`src/rtl/acia_tx_if.sv`:
```
// acia_tx_if: CPU write port, baud enable, line-control config and serial
// line of the ACIA transmitter, bundled so checkers can bind to one place.
//
// Handshake: TXLOAD is a one-cycle write strobe with no ready. The CPU
// should poll TXEMPTY=1 before writing. A write while TXEMPTY=0 silently
// replaces the pending byte. TXEMPTY returns to 1 on the cycle after the
// byte moves into the shift register.
interface acia_tx_if;
    logic       BAUD_TICK;
    logic [7:0] TXDATA;
    logic       TXLOAD;
    logic       TXEMPTY;
    logic       TXBUSY;
    logic       TX;
    logic       CTSB;
    logic [1:0] R_PMC;
    logic       R_PME;
    logic       R_SBN;

    modport master (
        output BAUD_TICK, TXDATA, TXLOAD, CTSB, R_PMC, R_PME, R_SBN,
        input  TXEMPTY, TXBUSY, TX
    );

    modport slave (
        input  BAUD_TICK, TXDATA, TXLOAD, CTSB, R_PMC, R_PME, R_SBN,
        output TXEMPTY, TXBUSY, TX
    );
endinterface

```
`src/rtl/acia_tx.sv`:
```
// acia_tx: 6551-style transmitter. It has a holding register (TDR) and a
// shift register, and it sends start, 8 data bits LSB first, optional
// parity, then 1 or 2 stop bits. Each bit lasts OVERSAMPLE BAUD_TICK pulses.
// Optional build macro: ACIA_TX_CTS_EN. When it is defined, transfers wait
// for CTSB=0.
module acia_tx #(
    parameter int OVERSAMPLE = 16
) (
    input  logic        PHI2,
    input  logic        RESET,
    acia_tx_if.slave    bus,
    output logic [2:0]  state_dbg
);

    localparam logic [2:0] S_IDLE   = 3'd0;
    localparam logic [2:0] S_START  = 3'd1;
    localparam logic [2:0] S_DATA   = 3'd2;
    localparam logic [2:0] S_PARITY = 3'd3;
    localparam logic [2:0] S_STOP   = 3'd4;
    localparam logic [2:0] S_STOP2  = 3'd5;

    logic [2:0] state, state_nxt;
    logic [3:0] div;
    logic [2:0] bitcnt;
    logic [7:0] tdr, shift;
    logic       txempty, txbusy;
    logic       pme_l, sbn_l, par_l;
    logic       cts_ok, can_xfer, bit_end, xfer, par_now;

`ifdef ACIA_TX_CTS_EN
    assign cts_ok = ~bus.CTSB;
`else
    logic unused_ctsb;
    assign unused_ctsb = bus.CTSB;
    assign cts_ok      = 1'b1;
`endif

    assign can_xfer  = ~txempty & cts_ok;
    assign bit_end   = bus.BAUD_TICK && (div == 4'(OVERSAMPLE - 1));
    assign state_dbg = state;

    // The parity value is computed from the byte as it leaves the TDR.
    always_comb begin
        case (bus.R_PMC)
            2'b00:   par_now = ~^tdr;
            2'b01:   par_now = ^tdr;
            2'b10:   par_now = 1'b1;
            default: par_now = 1'b0;
        endcase
    end

    // State register.
    always_ff @(posedge PHI2) begin
        if (RESET) state <= S_IDLE;
        else       state <= state_nxt;
    end

    // Next-state logic. xfer marks the edge where TDR moves into the shifter.
    always_comb begin
        state_nxt = state;
        xfer      = 1'b0;
        case (state)
            S_IDLE: begin
                if (can_xfer) begin
                    state_nxt = S_START;
                    xfer      = 1'b1;
                end
            end
            S_START: begin
                if (bit_end) state_nxt = S_DATA;
            end
            S_DATA: begin
                if (bit_end && bitcnt == 3'd7) state_nxt = pme_l ? S_PARITY : S_STOP;
            end
            S_PARITY: begin
                if (bit_end) state_nxt = S_STOP;
            end
            S_STOP, S_STOP2: begin
                if (bit_end) begin
                    if (state == S_STOP && sbn_l) begin
                        state_nxt = S_STOP2;
                    end else if (can_xfer) begin
                        state_nxt = S_START;
                        xfer      = 1'b1;
                    end else begin
                        state_nxt = S_IDLE;
                    end
                end
            end
            default: state_nxt = S_IDLE;
        endcase
    end

    // Output logic: the line level follows the current bit of the frame. It is mark while idle.
    always_comb begin
        bus.TX = 1'b1;
        case (state)
            S_START:  bus.TX = 1'b0;
            S_DATA:   bus.TX = shift[0];
            S_PARITY: bus.TX = par_l;
            default:  bus.TX = 1'b1;
        endcase
    end

    assign bus.TXEMPTY = txempty;
    assign bus.TXBUSY  = txbusy;

    // Datapath: TDR load, the transfer into the shifter, the per-frame config latch and the bit timing.
    always_ff @(posedge PHI2) begin
        if (RESET) begin
            tdr     <= 8'h00;
            shift   <= 8'h00;
            txempty <= 1'b1;
            txbusy  <= 1'b0;
            div     <= 4'd0;
            bitcnt  <= 3'd0;
            pme_l   <= 1'b0;
            sbn_l   <= 1'b0;
            par_l   <= 1'b0;
        end else begin
            // A write on the transfer edge wins: the old byte goes out and the new one waits.
            if (bus.TXLOAD) begin
                tdr     <= bus.TXDATA;
                txempty <= 1'b0;
            end else if (xfer) begin
                txempty <= 1'b1;
            end
            txbusy <= (state_nxt != S_IDLE);
            if (xfer) begin
                shift  <= tdr;
                div    <= 4'd0;
                bitcnt <= 3'd0;
                pme_l  <= bus.R_PME;
                sbn_l  <= bus.R_SBN & ~bus.R_PME;
                par_l  <= par_now;
            end else if (state != S_IDLE && bus.BAUD_TICK) begin
                div <= bit_end ? 4'd0 : div + 4'd1;
                if (bit_end && state == S_DATA) begin
                    shift  <= shift >> 1;
                    bitcnt <= bitcnt + 3'd1;
                end
            end
        end
    end

endmodule

```
`src/flat_wrapper.sv`:
```
// flat-port wrapper written by rule: the top's interface ports become plain ports
module acia_tx_flat 
#(
    parameter int OVERSAMPLE = 16
)
  (PHI2, RESET, state_dbg, bus_BAUD_TICK, bus_TXDATA, bus_TXLOAD, bus_CTSB, bus_R_PMC, bus_R_PME, bus_R_SBN, bus_TXEMPTY, bus_TXBUSY, bus_TX);
  acia_tx_if bus_i ();
  input  logic PHI2;
  input  logic RESET;
  output logic [2:0] state_dbg;
  input wire logic [$bits(bus_i.BAUD_TICK)-1:0] bus_BAUD_TICK;
  input wire logic [$bits(bus_i.TXDATA)-1:0] bus_TXDATA;
  input wire logic [$bits(bus_i.TXLOAD)-1:0] bus_TXLOAD;
  input wire logic [$bits(bus_i.CTSB)-1:0] bus_CTSB;
  input wire logic [$bits(bus_i.R_PMC)-1:0] bus_R_PMC;
  input wire logic [$bits(bus_i.R_PME)-1:0] bus_R_PME;
  input wire logic [$bits(bus_i.R_SBN)-1:0] bus_R_SBN;
  output wire logic [$bits(bus_i.TXEMPTY)-1:0] bus_TXEMPTY;
  output wire logic [$bits(bus_i.TXBUSY)-1:0] bus_TXBUSY;
  output wire logic [$bits(bus_i.TX)-1:0] bus_TX;
  assign bus_i.BAUD_TICK = bus_BAUD_TICK;
  assign bus_i.TXDATA = bus_TXDATA;
  assign bus_i.TXLOAD = bus_TXLOAD;
  assign bus_i.CTSB = bus_CTSB;
  assign bus_i.R_PMC = bus_R_PMC;
  assign bus_i.R_PME = bus_R_PME;
  assign bus_i.R_SBN = bus_R_SBN;
  assign bus_TXEMPTY = bus_i.TXEMPTY;
  assign bus_TXBUSY = bus_i.TXBUSY;
  assign bus_TX = bus_i.TX;
  acia_tx #(.OVERSAMPLE(OVERSAMPLE)) u_core (.PHI2(PHI2), .RESET(RESET), .bus(bus_i), .state_dbg(state_dbg));
endmodule
```
`config.mk`:
```
export PLATFORM = sky130hd
export DESIGN_NAME = acia_tx_flat
export DESIGN_NICKNAME = d
export VERILOG_FILES = /design/src/rtl/acia_tx_if.sv /design/src/rtl/acia_tx.sv /design/src/flat_wrapper.sv
export SDC_FILE = /design/constraint.sdc
export NUM_CORES = 1
export LEC_CHECK = 0
export ABC_AREA = 1
export BUFFER_PORTS_ARGS = -buffer_cell sky130_fd_sc_hd__buf_2
export CAP_MARGIN = 15
export CORE_AREA = 2 2 63 65
export CTS_BUF_LIST = sky130_fd_sc_hd__clkbuf_4 sky130_fd_sc_hd__clkbuf_8
export DETAILED_ROUTE_END_ITERATION = 16
export DIE_AREA = 0 0 65 67
export SYNTH_ARGS = -nofsm -noshare
export SYNTH_HDL_FRONTEND = slang
export SYNTH_SLANG_ARGS = --single-unit
```
`constraint.sdc`:
```
create_clock -name PHI2 -period 2.08 [get_ports PHI2]
set_clock_uncertainty 0.05 [all_clocks]
set_input_delay 0.208 -clock PHI2 [delete_from_list [all_inputs] [get_ports PHI2]]
set_output_delay 0.208 -clock PHI2 [all_outputs]
set_load 0.05 [all_outputs]
```
# --- After elaboration in Yosys (flattened, before gate mapping) ---
# Cells that the tools add are included.
classes:
  addsub: 2
  eq_ne: 9
  n_mux: 21
  bitwise: 2
  reduce_logical: 18
ops:
  columns: ["operator", "n"]
  rows:
  - ["two-way mux 8 bit", 3]
  - ["two-way mux 3 bit", 7]
  - ["one-hot mux 3 bit (5 select lines)", 1]
  - ["equality test 3 bit (second input constant)", 3]
  - ["XNOR reduction 8 bit", 1]
  - ["XOR reduction 8 bit", 1]
  - ["equality test 3 x 2 -> 1 bit (second input constant)", 2]
  - ["two-way mux 1 bit", 6]
  - ["one-hot mux 1 bit (3 select lines)", 2]
  - ["nonzero test 2 bit", 3]
  - ["nonzero test 3 bit", 2]
  - ["logical AND 1 bit", 5]
  - ["adder 4 x 1 -> 4 bit (second input constant)", 1]
  - ["equality test 4 bit (second input constant)", 1]
  - ["two-way mux 4 bit", 1]
  - ["AND reduction 2 bit", 2]
  - ["OR reduction 2 bit", 2]
  - ["adder 3 x 1 -> 3 bit (second input constant)", 1]
  - ["equality test 3 x 1 -> 1 bit (second input constant)", 1]
  - ["zero test 3 bit", 1]
  - ["equality test 2 x 1 -> 1 bit (second input constant)", 1]
  - ["equality test 2 bit (second input constant)", 1]
  - ["zero test 2 bit", 1]
  - ["one-hot mux 1 bit (2 select lines)", 1]
  - ["other kinds (2)", 2]
word_totals:
  ff_bits: 31
  inputBits: 17
  output_inout_bits: 6
  word_cells: 62

# --- Depth between registers and ports, before layout ---
logic_depth:
  ltp_word: 7
  ltp_mapped: 11
  ltp_nobuf: 11

# --- Least setup slack after synthesis ---
# Ideal clock, no wire load.
synth_timing:
  path_type: "register to output"
  startpoint: "register u_core.state[2], in the netlist u_core.state_dbg[2]"
  endpoint: "output port bus_TX"
  t_arrival_ns: 1.776
  required_time_ns: 1.822
  slack_ns: 0.046
  path_stages_with_launch: 5
  cell_sequence: "dfxtp_1 inv_1 nand2_1 inv_1 o211ai_1"
synth_via:
  elab_chain_cells: 2
  elab_cells_between_ends: 4
synth_rtl:
  columns: ["item", "line_no", "text"]
  rows:
  - ["start, declared", "acia_tx.sv:22", "logic [2:0] state, state_nxt;"]
  - ["start signal, assigned", "acia_tx.sv:55", "else state <= state_nxt;"]
  - ["equality test 3 x 2 -> 1 bit or equality test 3 x 1 -> 1 bit (tied branches)", "acia_tx.sv:97", "case (state)"]
  - ["one-hot mux 1 bit (3 select lines) *", "acia_tx.sv:97", null]
  - ["end, declared", "flat_wrapper.sv:20", "output wire logic [$bits(bus_i.TX)-1:0] bus_TX;"]
# Every way passes the cells marked *; elsewhere a longest branch is shown, timed or not.

# --- Worst setup path after layout ---
layout_timing:
  startpoint: "register u_core.div[0]"
  endpoint: "register u_core.div[2]"
layout_via:
  elab_chain_cells: 5
  elab_cells_between_ends: 7
layout_rtl:
  columns: ["item", "line_no", "text"]
  rows:
  - ["start, declared", "acia_tx.sv:23", "logic [3:0] div;"]
  - ["start signal, assigned", "acia_tx.sv:137", "div <= bit_end ? 4'd0 : div + 4'd1;"]
  - ["equality test 4 bit", "acia_tx.sv:39", "assign bit_end = bus.BAUD_TICK && (div == 4'(OVERSAMPLE - 1));"]
  - ["logical AND 1 bit", "acia_tx.sv:39", null]
  - ["two-way mux 1 bit", "acia_tx.sv:79", "if (bit_end) begin"]
  - ["one-hot mux 1 bit (2 select lines)", "acia_tx.sv:62", "case (state)"]
  - ["OR reduction 2 bit (no line)", null, null]
# Parallel ways exist; a longest one is shown, timed or not.
# A chain may end at the register's enable or synchronous reset.

==> results.json <==
{
  "status": "completed",
  "yosysTopAreaCellShare_pct": 38.6,
  "critPathMaxFanout": 17,
  "cts_repair_resize_count": 0,
  "cpPeakStageDelay_ns": 0.37,
  "cts_root_buffer": "clkbuf_8",
  "avgSynthCellArea_um2": 6.99,
  "track_usage_pct": 17.6,
  "ys.flop_type": "dfxtp_1",
  "vias": 1447,
  "ioPinCount": 23,
  "cts_inserted_buffers": 5,
  "cts_hold_buf": 0,
  "max-slew-margin-rel_pct": 72.8,
  "reg2reg_slack_ns": 0.33,
  "wl_per_cell_um": 10.5,
  "post-cts-setup-buffers": 0,
  "ir_drop_mv": 0.487,
  "synthTopCellsByCount": "nand2_1 (81), dfxtp_1 (31), inv_1 (23)",
  "clkTransAtPathRegs_ns": 0.06,
  "die_width_um": 65,
  "synthesis.area_um2": 1610,
  "grt_overflow": 0,
  "worst_pin_slew_ns": 0.408,
  "finalHoldWorstSlack_ns": 0.0827,
  "crit_path_start_kind": "register",
  "drcViolationCount": 0,
  "syn2layout_area_growth_pct": 14.5,
  "critPathTopFamily": "simple AND/OR/NAND/NOR gates",
  "rsz0062_at_grt": "false",
  "place_hpwl_mm": 2.44,
  "initial_core_util_pct": 44.6,
  "dr.first_iter.drc_count": 61,
  "clock_latency_ns": 0.28,
  "grt_pass1_wl_mm": 5.87,
  "crit_path_end_kind": "register",
  "grt_max_degree": 18,
  "cts.htree.levels": 2,
  "drv_cap": 0,
  "rows": 22,
  "syn_nets": 250,
  "cts_tree": "yes",
  "grt_pass1_vias": 1372,
  "final_hold_viol_count": 0,
  "required_ns": 2.21,
  "total_power_w": 0.00133,
  "worstPathCellList": "ha_1 > nand2_1 > nor2_8 > buf_4 > nand4_2 > nand2_4 > nor2_2 > inv_2 > nor2_1",
  "synth_area_leader_cell": "dfxtp_1",
  "finalMaxSlewViolations": 0,
  "crit_type": "reg -> reg",
  "yosys.cell_count.top_type": "nand2_1",
  "nets": 275,
  "crit_buf_inv": 2,
  "diodes": 0,
  "fin_crit_sh_pct": 84.3,
  "die_y_um": 67,
  "fmax_ghz": 0.571,
  "drive_above_1_share_pct": 20.3,
  "ys_seq_area_share_pct": 38.6,
  "wirelength_mm": 3.20,
  "cp_slowest_cell": "dfxtp_1",
  "synth_edf_count": 0,
  "clock_sinks": 31,
  "post-route-min-period_ns": 1.75,
  "die-area_um2": 4360,
  "synthTopCellsByArea": "dfxtp_1 (39%), nand2_1 (19%), inv_1 (5.4%), a21oi_1 (4.4%), a211oi_2 (3.9%)",
  "clockBufferDepth": 2,
  "hold_path_class": "in -> reg",
  "avgViaCountPerCell": 4.76,
  "leakage_nw": 0.920,
  "synth_warnings": 0,
  "critPathArrivalTime_ns": 1.88,
  "finalSetupViolations": 0,
  "synth-seq-cells": 31,
  "drtPass1Iterations": 4,
  "setup_tns_ns": 0,
  "core_um2": 3610,
  "async_flop_share_pct": 0,
  "synth.distinct_cells": 28,
  "antenna_found_initial": 0,
  "power.density_nw_per_um2": 720,
  "ant_nets": 0,
  "syn_inst": 230,
  "gp_congestion": 0.755,
  "io_buffers": 21
}
-- metal layers --
layer	vias up	global-route usage (%)	routed length, um
li1	783	-	-
met1	630	20.1	1550
met2	29	32.0	1500
met3	5	5.07	122
met4	0	4.79	38
met5	-	0	0
-- cell usage in the layout (no fill, tap or decap) --
cell / count
o211ai_1: 2
inv_2: 3
nand4_1: 3
nor2_8: 1
o21ai_1: 2
o31ai_1: 1
ha_1: 3
nand2_4: 1
nor2_1: 16
nand3_1: 8
nand2_2: 3
inv_1: 23
nand2_1: 81
a21boi_0: 2
clkinv_2: 3
o21a_1: 1
o21ai_0: 11
a21oi_2: 2
nor3_1: 2
nand4_2: 1
buf_4: 2
dfxtp_1: 31
buf_2: 21
a22oi_1: 1
a21oi_1: 14
clkbuf_8: 5
xor2_1: 3
a211oi_2: 5
nor2_2: 5
-- flip-flops by register name (all words and copies together), names as in the netlist, 3 cells and up --
register / count
u_core.div: 4
u_core.shift: 8
u_core.state_dbg: 3
u_core.tdr: 8
u_core.bitcnt: 3
-- final cells by class --
class / count / area, um^2
fill: 381 / 1770
clock inverter: 3 / 15.0
inverter: 26 / 97.6
timing repair buffer: 23 / 120
multi-input combinational: 168 / 858
clock buffer: 5 / 68.8
sequential: 31 / 621
tap: 48 / 60.1
-- stage by stage --
| stage | setup slack, ns | cells | utilization (%) | instance area, um^2 |
|---|---|---|---|---|
| finish | 0.328 | 304 | 51.0 | 1840 |
| global route | 0.148 | 304 | 51.0 | 1840 |
| CTS | 0.298 | 304 | 51.0 | 1840 |
| detailed placement | 0.319 | 296 | 48.7 | 1760 |
| global placement | 0.323 | 296 | 48.7 | 1760 |
| floorplan | 0.0460 | 230 | - | 1610 |
-- final timing paths --
kind                                  startpoint                  to  cells past startpoint
worst max-delay path               u_core.div[0]       u_core.div[2]                      9
worst max register to register     u_core.div[0]       u_core.div[2]                      9
worst min register to register  u_core.bitcnt[1]    u_core.bitcnt[1]                      2
worst min-delay path                  bus_TXLOAD  u_core.bus.TXEMPTY                      2
-- cells by family after synthesis --
group / count (synthesis) / synth area share, %
xor gates and xnor gates: 3 / 1.63
and+or+nand+nor: 121 / 32.8
adders and majority gates: 3 / 2.33
AOI/OAI and AO/OA: 41 / 16.7
DFF: 31 / 38.6
buffers and inverters: 31 / 8.01
-- report_power, final --
group          switching (W)  total [W]  internal [W]
Combinational       0.000148   0.000222     0.0000740
Clock               0.000223   0.000451      0.000228
Sequential         0.0000230   0.000652      0.000629
Total               0.000394    0.00133      0.000931
Note: power is estimated with default switching activity, not from simulation.
